## src/rtl/adder_seq_pkg.sv

```systemverilog
// Shared types and constants for the nibble-serial adder.
package adder_seq_pkg;

    localparam int SLICE_W = 4;

    typedef enum logic [1:0] {
        IDLE = 2'd0,
        RUN  = 2'd1,
        DONE = 2'd2
    } state_t;

endpackage

```

## src/rtl/adder4.sv

```systemverilog
// 4-bit ripple-carry slice: one full adder per bit, carry chained LSB to MSB.
module adder4 (
    input  logic [3:0] a,
    input  logic [3:0] b,
    input  logic       cin,
    output logic [3:0] s,
    output logic       cout
);

    logic [4:0] c_s;

    // Ripple the carry through the four bit positions.
    always_comb begin
        c_s    = 5'd0;
        s      = 4'd0;
        c_s[0] = cin;
        for (int i = 0; i < 4; i++) begin
            s[i]     = a[i] ^ b[i] ^ c_s[i];
            c_s[i+1] = (a[i] & b[i]) | (c_s[i] & (a[i] ^ b[i]));
        end
        cout = c_s[4];
    end

endmodule

```

## src/rtl/adder_seq16.sv

```systemverilog
// Multi-cycle WIDTH-bit adder feeding one adder4 slice a nibble per cycle, LSB first.
// Optional subtract mode (sub port, B inverted, carry-in forced to 1) under `ADDER_SEQ_SUB_EN.
module adder_seq16
    import adder_seq_pkg::*;
#(
    parameter int WIDTH = 16
) (
    input  logic             Clk,
    input  logic             Reset_n,
    input  logic             in_valid,
    output logic             in_ready,
    input  logic [WIDTH-1:0] A,
    input  logic [WIDTH-1:0] B,
    input  logic             cin,
`ifdef ADDER_SEQ_SUB_EN
    input  logic             sub,
`endif
    output logic             out_valid,
    input  logic             out_ready,
    output logic [WIDTH-1:0] S,
    output logic             cout,
    output logic             ovf
);

    localparam int NIBBLES = WIDTH / SLICE_W;
    localparam int CNT_W   = (NIBBLES > 1) ? $clog2(NIBBLES) : 1;

    state_t           state_q, state_d;
    logic [CNT_W-1:0] cnt_q, cnt_d;
    logic [WIDTH-1:0] a_q, a_d;
    logic [WIDTH-1:0] b_q, b_d;
    logic             carry_q, carry_d;
    logic [WIDTH-1:0] s_q, s_d;
    logic             cout_q, cout_d;
    logic             ovf_q, ovf_d;
    logic             out_valid_q, out_valid_d;

    logic [CNT_W+1:0]   sh_s;
    logic [WIDTH-1:0]   a_shift_s, b_shift_s, mask_s;
    logic [SLICE_W-1:0] slice_a_s, slice_b_s, slice_s_s;
    logic               slice_cout_s;
    logic               last_s;

    // Nibble select: the counter times four is the bit offset of the active slice.
    always_comb begin
        sh_s      = {cnt_q, 2'b00};
        a_shift_s = a_q >> sh_s;
        b_shift_s = b_q >> sh_s;
        slice_a_s = a_shift_s[SLICE_W-1:0];
        slice_b_s = b_shift_s[SLICE_W-1:0];
        mask_s    = WIDTH'(4'hF) << sh_s;
        last_s    = (cnt_q == CNT_W'(NIBBLES - 1));
    end

    adder4 u_slice (
        .a    (slice_a_s),
        .b    (slice_b_s),
        .cin  (carry_q),
        .s    (slice_s_s),
        .cout (slice_cout_s)
    );

    // Next-state and datapath register update for the IDLE/RUN/DONE controller.
    always_comb begin
        state_d     = state_q;
        cnt_d       = cnt_q;
        a_d         = a_q;
        b_d         = b_q;
        carry_d     = carry_q;
        s_d         = s_q;
        cout_d      = cout_q;
        ovf_d       = ovf_q;
        out_valid_d = out_valid_q;
        case (state_q)
            IDLE: begin
                if (in_valid) begin
                    a_d     = A;
`ifdef ADDER_SEQ_SUB_EN
                    b_d     = sub ? ~B : B;
                    carry_d = sub ? 1'b1 : cin;
`else
                    b_d     = B;
                    carry_d = cin;
`endif
                    cnt_d   = '0;
                    state_d = RUN;
                end else begin
                    state_d = IDLE;
                end
            end
            RUN: begin
                s_d     = (s_q & ~mask_s) | (WIDTH'(slice_s_s) << sh_s);
                carry_d = slice_cout_s;
                if (last_s) begin
                    cout_d      = slice_cout_s;
                    // Carry into the MSB recovered from the MSB sum bit.
                    ovf_d       = a_q[WIDTH-1] ^ b_q[WIDTH-1] ^ slice_s_s[SLICE_W-1] ^ slice_cout_s;
                    out_valid_d = 1'b1;
                    state_d     = DONE;
                end else begin
                    cnt_d = cnt_q + CNT_W'(1);
                end
            end
            DONE: begin
                if (out_ready) begin
                    out_valid_d = 1'b0;
                    state_d     = IDLE;
                end else begin
                    state_d = DONE;
                end
            end
            default: begin
                out_valid_d = 1'b0;
                state_d     = IDLE;
            end
        endcase
    end

    // State and datapath registers.
    always_ff @(posedge Clk or negedge Reset_n) begin
        if (!Reset_n) begin
            state_q     <= IDLE;
            cnt_q       <= '0;
            a_q         <= '0;
            b_q         <= '0;
            carry_q     <= 1'b0;
            s_q         <= '0;
            cout_q      <= 1'b0;
            ovf_q       <= 1'b0;
            out_valid_q <= 1'b0;
        end else begin
            state_q     <= state_d;
            cnt_q       <= cnt_d;
            a_q         <= a_d;
            b_q         <= b_d;
            carry_q     <= carry_d;
            s_q         <= s_d;
            cout_q      <= cout_d;
            ovf_q       <= ovf_d;
            out_valid_q <= out_valid_d;
        end
    end

    assign in_ready  = (state_q == IDLE);
    assign out_valid = out_valid_q;
    assign S         = s_q;
    assign cout      = cout_q;
    assign ovf       = ovf_q;

endmodule

```

## config.mk

```make
export PLATFORM = sky130hd
export DESIGN_NAME = adder_seq16
export DESIGN_NICKNAME = d
export VERILOG_FILES = /design/src/rtl/adder_seq_pkg.sv /design/src/rtl/adder4.sv /design/src/rtl/adder_seq16.sv
export SDC_FILE = /design/constraint.sdc
export NUM_CORES = 1
export LEC_CHECK = 0
export CORE_AREA = 3 3 75 77
export DETAILED_ROUTE_END_ITERATION = 8
export DIE_AREA = 0 0 78 80
export PLACE_DENSITY_LB_ADDON = 0.1
export SETUP_SLACK_MARGIN = 0.3
export SYNTH_ARGS = -nofsm -noshare
export SYNTH_HDL_FRONTEND = slang
export SYNTH_SLANG_ARGS = --single-unit
```

## constraint.sdc

```tcl
create_clock -name Clk -period 4.6 [get_ports Clk]
set_input_delay 0.69 -clock Clk [delete_from_list [all_inputs] [get_ports Clk]]
set_output_delay 0.69 -clock Clk [all_outputs]
set_load 0.005 [all_outputs]
```

==> results of run 1 <==
## critical path, stage by stage, from the launching register on
cell and delay, ps:
dfrtp_1 570, buf_4 280, mux4_2 530, fa_1 390, inv_1 70, fa_1 170
fa_1 170, inv_1 50, fa_1 500, xnor2_1 230, xnor2_1 130, o21ai_0 80
## final timing paths
path	startpoint	endpoint	slack, ps	depth (start not counted)
setup / recovery	cnt_q[0]	ovf	1300	11
hold / removal	Reset_n	out_valid	490	2
setup reg to reg	cnt_q[0]	ovf	1300	11
hold reg to reg	S[15]	S[15]	490	2
max in group asynchronous	Reset_n	b_q[6]	3650	2
min in group Clk	S[15]	S[15]	490	2
## power by group
part           total (mW)  internal [mW]  switching [mW]
clock network       0.277          0.121           0.156
logic                1.40          0.828           0.569
registers           0.943          0.741           0.201
## final cells by class
| type | instances | area [um2] | area share [%] |
|---|---|---|---|
| inverter | 9 | 33.8 | 1.00 |
| clock inverter | 2 | 10.0 | 0.297 |
| clock buffer | 6 | 82.6 | 2.45 |
| tap | 70 | 87.6 | 2.60 |
| sequential | 56 | 1400 | 41.6 |
| multi-input combinational | 112 | 1180 | 35.2 |
| timing repair buffer | 58 | 571 | 16.9 |
## per-stage QoR
step | std cells | utilization [%] | power [mW]
floorplan | 189 | - | 1.97
global placement | 305 | 64.6 | 2.31
detailed placement | 305 | 64.6 | 2.36
CTS | 313 | 66.4 | 2.64
global route | 313 | 66.4 | 2.85
finish | 313 | 66.4 | 2.62
## sequential cells by signal (all words and copies together), names as in the netlist, 2 cells and up
signal / cells
S: 16
a_q: 16
b_q: 16
cnt_q: 2
state_q: 2
## cell usage in the layout (no fill, tap or decap), types with 2 or more instances in the layout
cell type         n
nand2b_1          2
dfrtp_1          56
xnor2_1           3
mux4_2            8
o21ai_0           9
a21oi_1           4
buf_4             2
nand2_1          13
nor2_1           10
mux2_4           30
clkbuf_8          6
clkinv_2          2
o2bb2ai_1         4
a22o_1            6
clkdlybuf4s50_1  55
fa_1              4
ha_1              4
a22oi_1           2
mux2_2            3
a32o_1            4
inv_1             9
## routing by layer
metal  up-vias  wire [um]  track usage (%)
met5         -          0                0
met4         0        115             7.34
met3        11        241             4.18
met2        47       2550             30.3
met1       854       2070             23.3
li1        773          -                -
## kinds of logic (layout without fill, tap and decap cells)
kind of cell               after synthesis  after routing  synth area share, %
DFF                                     56             56                 51.2
muxes                                   41             41                 24.3
and+or+nand+nor                         31             31                 5.72
AOI/OAI and AO/OA                       29             29                 7.59
buffers and inverters                   21             75                 5.44
adders and majority gates                8              8                 4.76
xor gates and xnor gates                 3              3                0.961
==> reports/metrics.csv, run 1 <==
stage;metric;value;unit
run_status;status;completed;
timing;max_slew_margin;54.1;%
detailed_routing;drt-total-wl;4.98;mm
timing;period_needed;3300;ps
timing;setup_tns;0;ps
timing;drv_slew;0;
yosys;avgSynthCellArea;14.5;um2
floorplan;die_w;78;um
floorplan;ios;57;
cells_and_area;diodes;0;
detailed_routing;vias_per_cell;5.38;
setup_path;crit_path_start_kind;flip-flop;
yosys;ys_ff_latch;56;
place;hpwl;3.75;mm
yosys;synth_common_cells;dfrtp_1 (56), mux2_4 (30), nand2_1 (13), nor2_1 (10);
cts;cts_buffers;5;
yosys;yosysSeqAreaShare;51.2;%
grt;antenna_found_initial;0;
timing;min_period_over_period;71.7;%
cts;htreeDepth;2;
grt;grt_pass1_wl;8.86;mm
setup_path;arrival;3500;ps
cts;cts_resized;0;
floorplan;rows;26;
hold_path;hold_path_class;in -> async;
cts;clk_pin_slew;100;ps
timing;final-hold-violation-count;0;
cts;cts_max_path_buffers;2;
cells_and_area;syn_to_final_growth;23.2;%
timing;grt_setup_unrepaired;no;
detailed_routing;drt_first_pass_iters;4;
detailed_routing;route.detailed.drc;0;
timing;fin_ws;1300;ps
cells_and_area;drive_gt1_share;22.2;%
floorplan;dieArea;6240;um2
floorplan;die_height;80;um
yosys;synth_nets;234;
setup_path;critPathKind;reg -> reg;
yosys;synthTopCellsByArea;dfrtp_1 (51%), mux2_4 (16%), mux4_2 (6.6%), fa_1 (2.9%), buf_12 (2.2%);
timing;fmax;303;MHz
yosys;synth_top_cell_area_share;51.2;%
detailed_routing;drtIter0Drc;87;
setup_path;cp-end-kind;flip-flop;
cts;clkLatencyLatePin;310;ps
timing;fin_skew;10.8;ps
setup_path;cp_max_fo;13;
yosys;synth_async_sr_flop_share;100;%
timing;tightest_slew;688;ps
yosys;yosysTopAreaCell;dfrtp_1;
grt;grt_pass1_vias;1806;
timing;finalSetupViolations;0;
power;cellLeakagePower;1.49;nW
floorplan;initial_core_util;53.9;%
detailed_routing;num_vias;1685;
yosys;netlist_area;2740;um2
yosys;syn_inst;189;
cts;cts-root-buf;clkbuf_8;
place;place_congestion;0.828;
floorplan;coreArea;5070;um2
timing;whs;491;ps
yosys;yosys_warnings;0;
power;irDropWorstVdd;0.000341;V
yosys;synth_edf_count;0;
grt;grt_use_total;18.3;%
cells_and_area;finalNetCount;287;
cts;hold_buffers;0;
yosys;synth.distinct_cells;28;
detailed_routing;wire_per_inst;15.9;um
cells_and_area;fill_cells;393;
job;drv_cap;0;
grt;grt-ovfl-total;0;
place;postPlaceCellArea;3280;um2
cells_and_area;fin_area;3370;um2
yosys;ys.flop_type;dfrtp_1;
power;power_density;776;nW/um2
cts;cts_sinks;56;
grt;grt_max_degree;57;
yosys;synthMostInstantiatedCell;dfrtp_1;
detailed_routing;ant_nets;0;
place;dp_slack;1310;ps
place;port_buffers;56;
cts;cts_tree;yes;
setup_path;crit_required;4800;ps
cts;postCtsSetupRepairBufs;0;
Power figures use the tool's default switching activity.
==> run 2, diff against run 1 <==
Settings changed: CORE_AREA 3 3 75 77 to 3 3 78 80, DIE_AREA 0 0 78 80 to 0 0 81 83.
Clock period 4.6 ns to 3.3 ns, I/O delays scaled along.
==> reports/metrics.csv, run 2 (synthesis results as in run 1) <==
stage;metric;value;unit;change
job;drv_cap;0;;unchanged
place;postPlaceCellArea;3300;um2;+0.76%
cells_and_area;layout_commonest_cell;clkdlybuf4s50_1;;
floorplan;die_w;81;um;+3.8%
detailed_routing;wl_met2;2.65;mm;+3.7%
place;dp.cells;310;;+1.6%
setup_path;cp_max_fo;4;;-9
power;power_density;1100;nW/um2;+42%
timing;grt_setup_unrepaired;no;;
setup_path;crit_required;3550;ps;-1250 ps
grt;grt_pass1_vias;1817;;+0.61%
detailed_routing;drt_first_pass_iters;4;;unchanged
timing;fin_skew;13.9;ps;+3.15 ps
cts;htreeDepth;2;;unchanged
floorplan;initial_core_util;50.0;%;-3.9 points
timing;fin_ws;482;ps;-818 ps
grt;grt-ovfl-total;0;;unchanged
cts;clkLatencyLatePin;320;ps;about the same
cells_and_area;syn_to_final_growth;25.3;%;
setup_path;critPathKind;reg -> reg;;
detailed_routing;drtIter0Drc;44;;-49%
power;cellLeakagePower;1.52;nW;+1.7%
detailed_routing;wire_per_inst;16.2;um;+1.7%
detailed_routing;wl_met3;244;um;+1.2%
cells_and_area;diodes;0;;unchanged
detailed_routing;top_layer;met4;;
detailed_routing;drt-total-wl;5.18;mm;+4.0%
timing;period_needed;2820;ps;-482 ps
place;port_buffers;56;;unchanged
timing;tightest_slew;614;ps;-74.1 ps
setup_path;arrival;3070;ps;-430 ps
setup_path;cp-end-kind;flip-flop;;
cts;hold_buffers;0;;unchanged
detailed_routing;route.detailed.drc;0;;unchanged
floorplan;coreArea;5470;um2;+7.8%
grt;grt_pass1_wl;8.94;mm;+0.86%
cells_and_area;fin_cells;320;;+2.2%
detailed_routing;ant_nets;0;;unchanged
timing;max_slew_margin;59.1;%;+4.9 points
place;place_congestion;0.810;;-2.2%
cells_and_area;fin_area;3430;um2;+1.6%
cts;cts_max_path_buffers;2;;unchanged
place;dp_slack;251;ps;-1060 ps
grt;grt_use_total;17.2;%;-1.1 points
floorplan;ios;57;;unchanged
floorplan;die_height;83;um;+3.8%
detailed_routing;num_vias;1678;;-0.42%
timing;final-hold-violation-count;0;;unchanged
timing;min_period_over_period;85.4;%;+14 points
detailed_routing;drt-met1-wl;2.22;mm;+7.0%
run_status;status;completed;;
setup_path;crit_path_start_kind;flip-flop;;
setup_path;reg2reg_slack;480;ps;-820 ps
cells_and_area;finalNetCount;292;;+1.7%
cells_and_area;drive_gt1_share;25.4;%;+3.2 points
cts;clk_pin_slew;110;ps;about the same
timing;setup_tns;0;ps;unchanged
cts;cts_buffers;5;;unchanged
grt;grt_max_degree;33;;-42%
cts;cts_sinks;56;;unchanged
cts;cts_tree;yes;;
cells_and_area;mostFrequentLayoutCells;clkdlybuf4s50_1 (55), dfrtp_1 (54), mux2_4 (30);;
timing;whs;177;ps;-314 ps
place;hpwl;3.92;mm;+4.3%
floorplan;dieArea;6720;um2;+7.7%
timing;fmax;355;MHz;+17%
timing;finalSetupViolations;0;;unchanged
cells_and_area;fill_cells;460;;+17%
detailed_routing;vias_per_cell;5.24;;-2.6%
power;irDropWorstVdd;0.000506;V;+48%
timing;drv_slew;0;;unchanged
hold_path;hold_path_class;in -> async;;
cts;cts-root-buf;clkbuf_8;;
floorplan;rows;27;;+3.8%
grt;antenna_found_initial;0;;unchanged
==> run 2: final cells by class <==
type	instances	area, um2	share of cell area, %
Clock buffer	5	68.8	2.01
Clock inverter	3	26.3	0.767
Inverter	9	33.8	0.986
Multi-Input combinational cell	112	1190	34.9
Sequential cell	56	1400	41.0
Tap cell	72	90.1	2.63
Timing Repair Buffer	63	608	17.8
==> run 2: worst max-delay path: stages (launching register included) <==
cell and delay [ps]:
dfrtp_2 440, buf_4 160, mux4_2 330, inv_1 50, fa_1 430, fa_1 370
inv_1 80, fa_2 470, xnor2_2 160, xnor2_1 120, o21ai_0 140
==> run 2: report_power, final <==
group	switching [mW]	internal, mW
Sequential	0.253	1.04
Clock	0.244	0.156
Combinational	0.853	1.23
==> run 2: per-stage QoR <==
stage | total power, mW | utilization, %
floorplan | 2.75 | -
global placement | 3.28 | 60.4
detailed placement | 3.33 | 60.4
CTS | 3.74 | 62.1
global route | 4.10 | 62.6
finish | 3.77 | 62.6
==> run 2: path summary, 6_finish.rpt <==
check / start / endpoint / cells past startpoint
setup / recovery: cnt_q[0] / ovf / 10
hold / removal: Reset_n / S[1] / 1
setup reg to reg: cnt_q[0] / ovf / 10
hold reg to reg: S[13] / S[13] / 1
max in group asynchronous: Reset_n / cnt_q[0] / 2
min in group Clk: S[13] / S[13] / 1
==> run 2: routing by layer <==
metal | track usage (%) | up-vias
li1 | - | 784
met1 | 21.2 | 836
met2 | 29.2 | 51
met3 | 4.01 | 7
met4 | 5.68 | 0
met5 | 0 | -
==> run 2: repair_timing <==
action,in CTS,in global routing
pin swaps,0,1
gates resized for setup,1,3
buffers inserted,0,2
endpoints found under the setup margin,1,2
cloned,0,0
==> run 3, diff against run 2 <==
Settings changed: CORE_AREA 3 3 78 80 to 3 3 77 79, DIE_AREA 0 0 81 83 to 0 0 80 82, SYNTH_HIERARCHICAL from default to 1.
==> reports/metrics.csv, run 3 <==
stage;metric;value;unit;change
run_status;status;completed;;
setup_path;crit_path_start_kind;flip-flop;;
timing;max_slew_margin;51.4;%;-7.6 points
power;seqPwrFrac;31.2;%;-3.0 points
yosys;avgSynthCellArea;15.0;um2;+3.9%
setup_path;crit_path_top_delay_cell;mux4_2;;
timing;setup_tns;0;ps;unchanged
cells_and_area;syn_to_final_growth;28.0;%;
place;place_congestion;0.845;;+4.3%
yosys;synth.mux.area_fraction;25.5;%;+1.2 points
timing;drv_slew;0;;unchanged
floorplan;dieArea;6560;um2;-2.4%
floorplan;ios;57;;unchanged
setup_path;r2r_cells;12;;+2
cts;clkLatencyLatePin;300;ps;-20 ps
cts;cts_tree;yes;;
grt;grt_pass1_wl;9.08;mm;+1.6%
floorplan;initial_core_util;49.8;%;-0.19 points
timing;whs;239;ps;+61.5 ps
grt;grt_use_total;18.2;%;+0.99 points
yosys;synthMostInstantiatedCell;dfrtp_1;;
cells_and_area;finalNetCount;289;;-1.0%
setup_path;startpoint;cnt_q[0];;
timing;fmax;325;MHz;-8.4%
setup_path;critical_path.cell_chain;mux4_2 > fa_2 > inv_2 > fa_2 > inv_2 > fa_2 > inv_2 > fa_1 > inv_2 > xnor2_2 > xnor2_1 > mux2_2;;
cells_and_area;mostFrequentLayoutCells;dfrtp_1 (55), clkdlybuf4s50_1 (55), mux2_4 (30);;
setup_path;critPathBufInv;4;;+1
yosys;synthTopCellsByArea;dfrtp_1 (52%), mux2_4 (17%), mux4_2 (6.7%), a22o_1 (6.2%), fa_1 (3.0%);;
yosys;yosys_warnings;6;;+6
cells_and_area;drive_gt1_share;29.1;%;+3.7 points
timing;fin_skew;7.62;ps;-6.32 ps
grt;grt_max_degree;34;;+3.0%
grt;grt-ovfl-total;0;;unchanged
timing;final-hold-violation-count;0;;unchanged
detailed_routing;route.detailed.drc;0;;unchanged
detailed_routing;drt-total-wl;5.38;mm;+3.8%
detailed_routing;wire_per_inst;17.0;um;+5.1%
grt;antenna_found_initial;0;;unchanged
yosys;syn_inst;179;;-5.3%
timing;min_period_over_period;93.2;%;+7.8 points
floorplan;die_height;82;um;-1.2%
yosys;synth.distinct_cells;25;;-11%
power;p_comb_share;59.7;%;+4.5 points
setup_path;crit_required;3490;ps;-60 ps
setup_path;reg2reg_from;cnt_q[0];;
yosys;synth_common_cells;dfrtp_1 (56), mux2_4 (30), a22o_1 (19), inv_1 (13), nand2_1 (9);;
yosys;synth_nets;225;;-3.8%
setup_path;reg2reg_slack;220;ps;-260 ps
setup_path;arrival;3270;ps;+200 ps
place;hpwl;4.10;mm;+4.6%
yosys;synth_top_family_by_area;multiplexers;;
yosys;yosys.area_share.simple;4.37;%;-1.3 points
power;cellLeakagePower;1.55;nW;+2.2%
power;p_int;2.67;mW;+10%
grt;grt_pass1_vias;1770;;-2.6%
setup_path;cp_slowest_stage_delay;530;ps;+60 ps
detailed_routing;num_vias;1669;;-0.54%
setup_path;cpMostUsedCell;inv_2;;
power;p_total;4.14;mW;+9.7%
cts;clk_pin_slew;90;ps;-20 ps
yosys;yosysSeqAreaShare;52.1;%;+0.83 points
timing;grt_setup_unrepaired;yes;;
floorplan;coreArea;5410;um2;-1.2%
detailed_routing;vias_per_cell;5.28;;+0.72%
place;port_buffers;56;;unchanged
setup_path;critPathKind;reg -> reg;;
power;p_clk_share;9.1;%;-1.5 points
setup_path;cp.depth;12;;+2
setup_path;crit_end;ovf;;
timing;period_needed;3080;ps;+259 ps
yosys;synth_compound_area_share;7.35;%;-0.25 points
floorplan;die_w;80;um;-1.2%
setup_path;cp-end-kind;flip-flop;;
detailed_routing;drt_first_pass_iters;6;;+2
setup_path;cp_max_fo;4;;unchanged
detailed_routing;drtIter0Drc;118;;+170%
yosys;synth_edf_count;0;;unchanged
cts;cts-root-buf;clkbuf_8;;
cts;cts_sinks;56;;unchanged
power;swShare;35.5;%;-0.29 points
yosys;synthAdderAreaFrac;5.30;%;+0.54 points
setup_path;r2r_end;ovf;;
yosys;yosysTopAreaCell;dfrtp_1;;
timing;tightest_slew;728;ps;+115 ps
yosys;netlist_area;2690;um2;-1.6%
cts;cts_buffers;5;;unchanged
yosys;ys_ff_latch;56;;unchanged
cells_and_area;diodes;0;;unchanged
cts;cts_max_path_buffers;2;;unchanged
job;drv_cap;0;;unchanged
setup_path;cp_top_family;adder cells;;
yosys;synthXorXnorAreaFrac;0.976;%;+0.016 points
detailed_routing;ant_nets;0;;unchanged
cts;htreeDepth;2;;unchanged
power;p_sw;1.47;mW;+8.8%
floorplan;rows;27;;unchanged
hold_path;hold_path_class;in -> async;;
yosys;synth_async_sr_flop_share;100;%;unchanged
power;power_density;1200;nW/um2;+9.1%
cts;hold_buffers;0;;unchanged
timing;finalSetupViolations;0;;unchanged
yosys;synth_top_cell_area_share;52.1;%;+0.83 points
power;irDropWorstVdd;0.000640;V;+26%
yosys;ys.flop_type;dfrtp_1;;
==> run 3: cell types whose count changed in the layout (fill, tap and decap cells not counted), sizes merged, moves of 3 or more <==
cell / previous run / this run
a32o: 4 / 0
o21ai: 9 / 1
a22o: 6 / 19
inv: 10 / 13
nand2: 13 / 9
clkbuf: 5 / 8
nor3: 1 / 4
nor2: 10 / 4
o2bb2ai: 4 / 0
==> run 3: worst min-delay path by stage <==
| stage | start | to | slack (ps) | depth (start not counted) |
|---|---|---|---|---|
| 6_report | Reset_n | carry_q | 240 | 1 |
| 4_1_cts | Reset_n | state_q[1] | 270 | 1 |
| 3_5_place_dp | S[9] | S[9] | 490 | 1 |
| 2_1_floorplan | Reset_n | S[0] | 200 | 0 |
| 5_1_grt | Reset_n | state_q[1] | 290 | 1 |
| 3_3_place_gp | S[4] | S[4] | 480 | 1 |
==> run 3: power by group through the flow <==
stage               Sequential [mW]  Clock [mW]  Combinational [mW]
floorplan                      1.21           0                1.65
global placement               1.29           0                2.18
detailed placement             1.31           0                2.23
CTS                            1.30       0.383                2.43
global route                   1.34       0.413                2.68
finish                         1.29       0.375                2.47
==> run 3: final cells by class <==
cell class / instances / area [um2]
Tap cell: 72 / 90.1
Sequential cell: 56 / 1400
Clock buffer: 8 / 90.1
Multi-Input combinational cell: 102 / 1190
Timing Repair Buffer: 65 / 627
Inverter: 13 / 48.8
Fill cell: 419 / 1960
==> run 3: routing by layer <==
metal,wire length (um),track usage (%),up-vias
met5,0,0,-
met4,20,3.04,0
met3,262,3.62,4
met2,2770,30.6,58
met1,2320,24.9,841
li1,-,-,766
==> run 3: cell families after synthesis <==
kind of cell | Yosys count
fa+ha+maj | 9
buf+inv | 21
xor+xnor | 3
compound gates | 24
simple gates | 23
mux | 43
flops | 56
==> run 3: per-stage QoR <==
stage	std cells	setup slack, ps	cell area (um2)	util [%]
floorplan	179	90.2	2710	-
global placement	303	181	3310	61.3
detailed placement	303	155	3310	61.3
CTS	315	227	3430	63.5
global route	316	130	3440	63.7
finish	316	223	3440	63.7
==> run 3: repair_timing <==
item                       CTS  global route
setup endpoints to repair    1             5
resized for setup            0             2
pin swaps                    2             1
setup buffers                4             1
